`src/rtl/logic_unit_pipe.sv`:
```
// Pipelined bitwise logic unit: eight two-operand functions with result flags,
// valid/ready on both sides and a main+skid output buffer for full throughput.
module logic_unit_pipe #(
  parameter int WIDTH = 16,
  parameter int CNT_W = 16
) (
  input  logic             clk,
  input  logic             rst,
  input  logic             in_valid,
  output logic             in_ready,
  input  logic [2:0]       op,
  input  logic [WIDTH-1:0] a,
  input  logic [WIDTH-1:0] b,
  output logic             out_valid,
  input  logic             out_ready,
  output logic [WIDTH-1:0] result,
  output logic             zero,
  output logic             parity,
  output logic [CNT_W-1:0] op_count
);

  localparam logic [2:0] OP_NOT  = 3'b000;
  localparam logic [2:0] OP_AND  = 3'b001;
  localparam logic [2:0] OP_OR   = 3'b010;
  localparam logic [2:0] OP_XOR  = 3'b011;
  localparam logic [2:0] OP_NAND = 3'b100;
  localparam logic [2:0] OP_NOR  = 3'b101;
  localparam logic [2:0] OP_XNOR = 3'b110;

  function automatic logic [WIDTH-1:0] logic_fn(input logic [2:0]       f,
                                                input logic [WIDTH-1:0] x,
                                                input logic [WIDTH-1:0] y);
    case (f)
      OP_NOT:  return ~x;
      OP_AND:  return x & y;
      OP_OR:   return x | y;
      OP_XOR:  return x ^ y;
      OP_NAND: return ~(x & y);
      OP_NOR:  return ~(x | y);
      OP_XNOR: return ~(x ^ y);
      default: return x;
    endcase
  endfunction

  logic [WIDTH-1:0] fn_res;
  logic             fn_zero, fn_par;
  logic             accept, xfer;

  logic             out_valid_q, out_valid_d;
  logic [WIDTH-1:0] result_q, result_d;
  logic             zero_q, zero_d, parity_q, parity_d;
  logic             skid_valid_q, skid_valid_d;
  logic [WIDTH-1:0] skid_res_q, skid_res_d;
  logic             skid_zero_q, skid_zero_d, skid_par_q, skid_par_d;
  logic [CNT_W-1:0] cnt_q, cnt_d;

  assign fn_res  = logic_fn(op, a, b);
  assign fn_zero = (fn_res == '0);
  assign fn_par  = ^fn_res;

  // in_ready is a pure function of state (and reset), never of out_ready.
  assign in_ready = ~skid_valid_q & ~rst;
  assign accept   = in_valid & in_ready;
  assign xfer     = out_valid_q & out_ready;

  always_comb begin
    out_valid_d  = out_valid_q;
    result_d     = result_q;
    zero_d       = zero_q;
    parity_d     = parity_q;
    skid_valid_d = skid_valid_q;
    skid_res_d   = skid_res_q;
    skid_zero_d  = skid_zero_q;
    skid_par_d   = skid_par_q;
    cnt_d        = xfer ? cnt_q + 1'b1 : cnt_q;

    if (skid_valid_q && (xfer || !out_valid_q)) begin
      result_d     = skid_res_q;
      zero_d       = skid_zero_q;
      parity_d     = skid_par_q;
      out_valid_d  = 1'b1;
      skid_valid_d = 1'b0;
    end else if (accept && (!out_valid_q || xfer)) begin
      result_d    = fn_res;
      zero_d      = fn_zero;
      parity_d    = fn_par;
      out_valid_d = 1'b1;
    end else if (xfer) begin
      out_valid_d = 1'b0;
    end

    // Main is held by a stalled consumer: park the new result in the skid.
    if (accept && out_valid_q && !out_ready) begin
      skid_res_d   = fn_res;
      skid_zero_d  = fn_zero;
      skid_par_d   = fn_par;
      skid_valid_d = 1'b1;
    end
  end

  always_ff @(posedge clk or posedge rst) begin
    if (rst) begin
      out_valid_q  <= 1'b0;
      result_q     <= '0;
      zero_q       <= 1'b0;
      parity_q     <= 1'b0;
      skid_valid_q <= 1'b0;
      skid_res_q   <= '0;
      skid_zero_q  <= 1'b0;
      skid_par_q   <= 1'b0;
      cnt_q        <= '0;
    end else begin
      out_valid_q  <= out_valid_d;
      result_q     <= result_d;
      zero_q       <= zero_d;
      parity_q     <= parity_d;
      skid_valid_q <= skid_valid_d;
      skid_res_q   <= skid_res_d;
      skid_zero_q  <= skid_zero_d;
      skid_par_q   <= skid_par_d;
      cnt_q        <= cnt_d;
    end
  end

  assign out_valid = out_valid_q;
  assign result    = result_q;
  assign zero      = zero_q;
  assign parity    = parity_q;
  assign op_count  = cnt_q;

endmodule

```
`config.mk`:
```
export PLATFORM = sky130hd
export DESIGN_NAME = logic_unit_pipe
export DESIGN_NICKNAME = d
export VERILOG_FILES = /design/src/rtl/logic_unit_pipe.sv
export SDC_FILE = /design/constraint.sdc
export NUM_CORES = 1
export LEC_CHECK = 0
export ABC_AREA = 1
export CAP_MARGIN = 20
export CELL_PAD_IN_SITES_DETAIL_PLACEMENT = 0
export CELL_PAD_IN_SITES_GLOBAL_PLACEMENT = 1
export CORE_MARGIN = 2
export CORE_UTILIZATION = 35
export DETAILED_ROUTE_END_ITERATION = 8
export GPL_TIMING_DRIVEN = 0
export PLACE_DENSITY = 0.74
export SKIP_LAST_GASP = 1
export SLEW_MARGIN = 0
export SYNTH_ARGS = -nofsm -noshare
export SYNTH_HDL_FRONTEND = slang
export SYNTH_SLANG_ARGS = --single-unit
```
`constraint.sdc`:
```
create_clock -name clk -period 2 [get_ports clk]
set_clock_uncertainty 0.1 [all_clocks]
set_input_delay 0.2 -clock clk [delete_from_list [all_inputs] [get_ports clk]]
set_output_delay 0.2 -clock clk [all_outputs]
set_load 0.1 [all_outputs]
```
After elaboration in Yosys (flattened, before gate mapping)
Cells that the tools add are included. W data, S select, Z words.

Equal/unequal tests: 6. Add/sub/neg operators: 1. Bitwise gates (word level): 12. Reductions and logical operators: 13. Muxes and demuxes: 12.

Operators with widths (number): $pmux W16 S7 (1); $not A16 Y16 (4); $mux W16 (2); $add A16 B1 Y16 const B (1); $and A16 B16 Y16 (1); $logic_not A16 Y1 (1); $or A16 B16 Y16 (1); $reduce_xor A16 Y1 (1); $xor A16 B16 Y16 (1); $eq A3 B3 Y1 const B (3); $mux W1 (9); $eq A3 B2 Y1 const B (2); $logic_and A1 B1 Y1 (4); $reduce_bool A2 Y1 (2); $and A1 B1 Y1 (3); $eq A3 B1 Y1 const B (1); $logic_not A3 Y1 (1); $reduce_bool A3 Y1 (1); $logic_not A1 Y1 (2); $not A1 Y1 (2); $logic_or A1 B1 Y1 (1).

Word-level logic and storage cells: 53. Output and inout bits: 36. Bits in registers: 54. Input bits: 39.

Logic depth before layout (Yosys ltp)
Depth after elaboration: 6. Depth in mapped cells: 17. Mapped depth without buffers: 16.

Least setup slack after synthesis
OpenSTA, ideal clock, no wires.

Kind: register to register. Start: register skid_valid_q. End: register skid_res_q[2]. Clock period less this slack: 2.836 ns. Data arrival time: 2.619 ns. Required time: 1.783 ns. Cell stages (with the launch flop): 8. Path slack: -0.836 ns. Path buffers: 1. Cell sequence: dfrtp_1 -> nor2_1 -> nand2_1 -> nor2_2 -> inv_1 -> clkbuf_1 -> nand2_1 -> nand2_1.

Word-level cells in the longest chain between the ends: 5.

Ends and longest elaborated chain: from (decl) (line 52) `logic skid_valid_q, skid_valid_d;`; from (signal assigned) (line 117) `skid_valid_q <= skid_valid_d;`; $not A1 Y1 (line 62) `assign in_ready = ~skid_valid_q & ~rst;`; $and A1 B1 Y1 (line 62); via in_ready (line 10) `output logic in_ready,`; $and A1 B1 Y1 (line 63) `assign accept = in_valid & in_ready;`; $logic_and A1 B1 Y1 (2 in a row) (line 93) `if (accept && out_valid_q && !out_ready) begin`; to (signal assigned) (line 118) `skid_res_q <= skid_res_d;`; to (decl) (line 53) `logic [WIDTH-1:0] skid_res_q, skid_res_d;`.

The timed path passes the listed nets, and every way through them passes these cells. A chain may end at the register's enable or synchronous reset.

Worst setup path in the final report
Start: register cnt_q[10], in the netlist op_count[10]. End: output op_count[10].

RTL lines: from (decl) (line 55) `logic [CNT_W-1:0] cnt_q, cnt_d;`; from (signal assigned) (line 121) `cnt_q <= cnt_d;`; to (decl) (line 19) `output logic [CNT_W-1:0] op_count`.

No word-level cell between the ends.

==> results.md <==
* Worst setup path start: op_count[10]$_DFFE_PP0P_
* Min-delay src: a[15]
* Synth Register Bits at 54
* Final Cycle Share at 97.4%
* GRT Total Usage at 22.3%
* Warnings from Yosys at 0
* Area grow syn2layout at 45.9%
* CP delay by family, top: buffers and inverters
* Crit path kind: register to output pin
* Worst hold path depth at 5
* Via count at 5,284
* CP startpoint kind: register
* Critical path depth at 1
* XOR/XNOR Fraction of Synth Area at 3.48%
* Share of the synthesized area in the top cell type at 28.3%
* Fin Hold WS at 0.213 ns
* Buf/Inv on CP at 1
* Register area share after synthesis at 28.3%
* WP data arrival at 1.65 ns
* Pwr dens at 814 mW/mm2
* Worst setup margin at 0.0523 ns
* Post-synthesis adder-cell area fraction at 10.7%
* WL final at 16.1 mm
* Mean Syn Cell Area at 6.62 um2
* GRT overflow at 0
* First-pass GRT wire length at 26.0 mm
* Largest family of logic cells by synthesized area: simple AND/OR/NAND/NOR gates
* Clock root buffer: clkbuf_16
* Final ANT Viol Nets at 0
* Number of global-route vias before repair at 5,125
* # DRC at 0
* Max H-tree Level at 2
* Max Cap Viol at 0
* R2R Path End: skid_res_q[5]$_DFFE_PP0P_
* Die area at 0.0146 mm2
* CTS Hold Bufs at 0
* RSZ-0062 raised after global routing: yes
* Yosys cell types at 29
* Initial antenna violation count at 0
* 1st-iter DRT viols at 307
* Synth Area in Simple Gates at 44.1%
* Synth area leader: dfrtp_1
* Post-layout util at 52.4%
* Pre-antenna DRT Iters at 5
* Slowest CP cell: clkdlybuf4s15_1
* Placed Instance Area at 0.00581 mm2
* Clock tree buffer depth at 2
* Lkg Pwr at 3.72 nW
* Nets@finish at 948
* Place WS at -1.02 ns
* Maximum fanout along the worst path at 7
* Num CTS Buffers at 5
* TritonCTS Sinks at 54
* Slack of the worst reg-to-reg path at 0.23 ns
* Pins Over Slew Limit at 0
* Mux contribution to synthesized area at 0.236%
* Relative slew slack at 34.9%
* Die Width at 121 um
* CP cell instances: clkdlybuf4s15_1
* Final hold vios at 0
* DP Cell Count at 971
* # diodes at 0
* Setup crit end: op_count[10]
* Worst-Skew Late Latency at 0.29 ns
* GPL Wtd Cong at 0.870
* Routed vias/inst at 5.06
* Mapped Cells at 722
* Pin count of the biggest net entering global routing at 33
* Peak VDD IR at 0.000468 V
* CP Capture Type: output pin
* Clock slew at reported path FFs at 0.07 ns
* Fin cells at 1,045
* Placed wire-length estimate at 11.6 mm
* HP Class: input port to register
* Die height at 121 um
* Fraction of layout cells with a size suffix above 1 at 34.4%
* Syn_nets at 802
* Post-synthesis compound-gate area fraction at 1.36%
* Design Area, Final at 0.00697 mm2
* Tightest Pin Transition at 0.981 ns
* Final setup fails at 0
* Fin crit period at 1.95 ns
* Synthesized area at 0.00478 mm2
* IO Port Bufs at 72
* DR WL/cell at 15.4 um
* FF-to-FF path depth at 7
* I/O pins at 75
* Initial cell density of the core at 35.9%
* Row count at 42
* Largest cells by area after synthesis: dfrtp_1, nand2_1, nand4_1
* F_max at 513 MHz
* Core area at 0.0133 mm2
* TritonCTS clock tree: built
* Status: finished clean
* R2R Path Start: skid_valid_q$_DFFE_PP0P_
* Critical Path RT at 1.70 ns
* Crit path largest cell delay at 0.87 ns
==> registers in the layout, summed over array words and instances, names as in the netlist <==
name,count
zero,1
skid_res_q,16
skid_valid_q,1
op_count,16
skid_zero_q,1
skid_par_q,1
parity,1
out_valid,1
result,16
==> cells by family after synthesis <==
logic type                 Yosys count
AOI/OAI and AO/OA                   12
xor gates and xnor gates            19
adders and majority gates           41
buffers and inverters              134
DFF                                 54
muxes                                1
and+or+nand+nor                    461
==> area by class of cell <==
| class | count | area [um2] |
|---|---|---|
| inverters | 95 | 364 |
| multi-input cells | 534 | 3540 |
| plain buffers | 39 | 299 |
| repair buffers | 139 | 1040 |
| well taps | 176 | 220 |
| clock buffers | 6 | 139 |
| fillers | 1332 | 6320 |
| flip-flops and latches | 54 | 1360 |
| clock inverters | 2 | 12.5 |
==> cell usage in the layout (no fill, tap or decap), types with 12 or more instances in the layout <==
| master | netlist | final |
|---|---|---|
| inv_2 | 3 | 32 |
| nor2_4 | 2 | 17 |
| clkbuf_2 | 0 | 20 |
| dfrtp_1 | 54 | 49 |
| nand2_2 | 3 | 25 |
| nand3_1 | 50 | 38 |
| inv_1 | 89 | 57 |
| ha_4 | 0 | 25 |
| ha_1 | 41 | 16 |
| dlygate4sd2_1 | 0 | 35 |
| nand3_2 | 0 | 12 |
| nor2_1 | 92 | 58 |
| nor2_2 | 3 | 22 |
| buf_2 | 23 | 22 |
| nand4_1 | 85 | 85 |
| buf_4 | 5 | 78 |
| nand2_1 | 209 | 185 |
| nand3b_1 | 12 | 12 |
==> power breakdown <==
part	leakage, nW	switching [mW]	internal, mW
Sequential	0.680	0.183	1.37
Clock	0.0729	0.389	0.497
Combinational	2.97	2.24	0.993
==> synth_stat cells <==
cell / count
nand3b_1: 12
nor3_2: 1
o2111ai_1: 1
nor2_8: 1
inv_2: 3
a21oi_1: 4
o21ai_1: 4
buf_6: 2
nor3_1: 3
clkinv_1: 3
a31oi_1: 1
ha_1: 41
o21ai_0: 2
xor2_1: 9
xnor2_1: 10
dfrtp_1: 54
nand2_2: 3
mux2_2: 1
nor2_4: 2
nor2_1: 92
nand2_1: 209
buf_4: 5
nand4_1: 85
inv_1: 89
nor2_2: 3
buf_1: 1
buf_2: 23
clkbuf_1: 8
nand3_1: 50
==> routing by layer <==
layer / up-vias / GRT usage, % / routed length [um]
li1: 2622 / - / -
met1: 2486 / 29.8 / 7150
met2: 160 / 38.6 / 7940
met3: 16 / 2.07 / 824
met4: 0 / 5.60 / 201
met5: - / 0 / 0
==> stage by stage <==
step,total power [mW],setup TNS (ns)
6_report,5.67,0
5_1_grt,6.01,-0.0558
4_1_cts,5.61,-0.00426
3_5_place_dp,4.43,-5.33
3_3_place_gp,4.39,-47.17
2_1_floorplan,3.69,-0.0349
==> timing repair <==
action,CTS,global route
pin swaps,52,52
setup buffers,57,8
gates cloned,1,0
resized for setup,230,103
setup endpoints to repair,40,10
==> worst min path at each step <==
stage | end | slack, ns
2_1_floorplan | skid_valid_q$_DFFE_PP0P_ | 0.30
6_report | result[15]$_DFFE_PP0P_ | 0.21
3_5_place_dp | result[3]$_DFFE_PP0P_ | 0.36
4_1_cts | result[7]$_DFFE_PP0P_ | 0.23
5_1_grt | result[15]$_DFFE_PP0P_ | 0.23
3_3_place_gp | result[12]$_DFFE_PP0P_ | 0.36
Note: power is estimated with default switching activity, not from simulation.
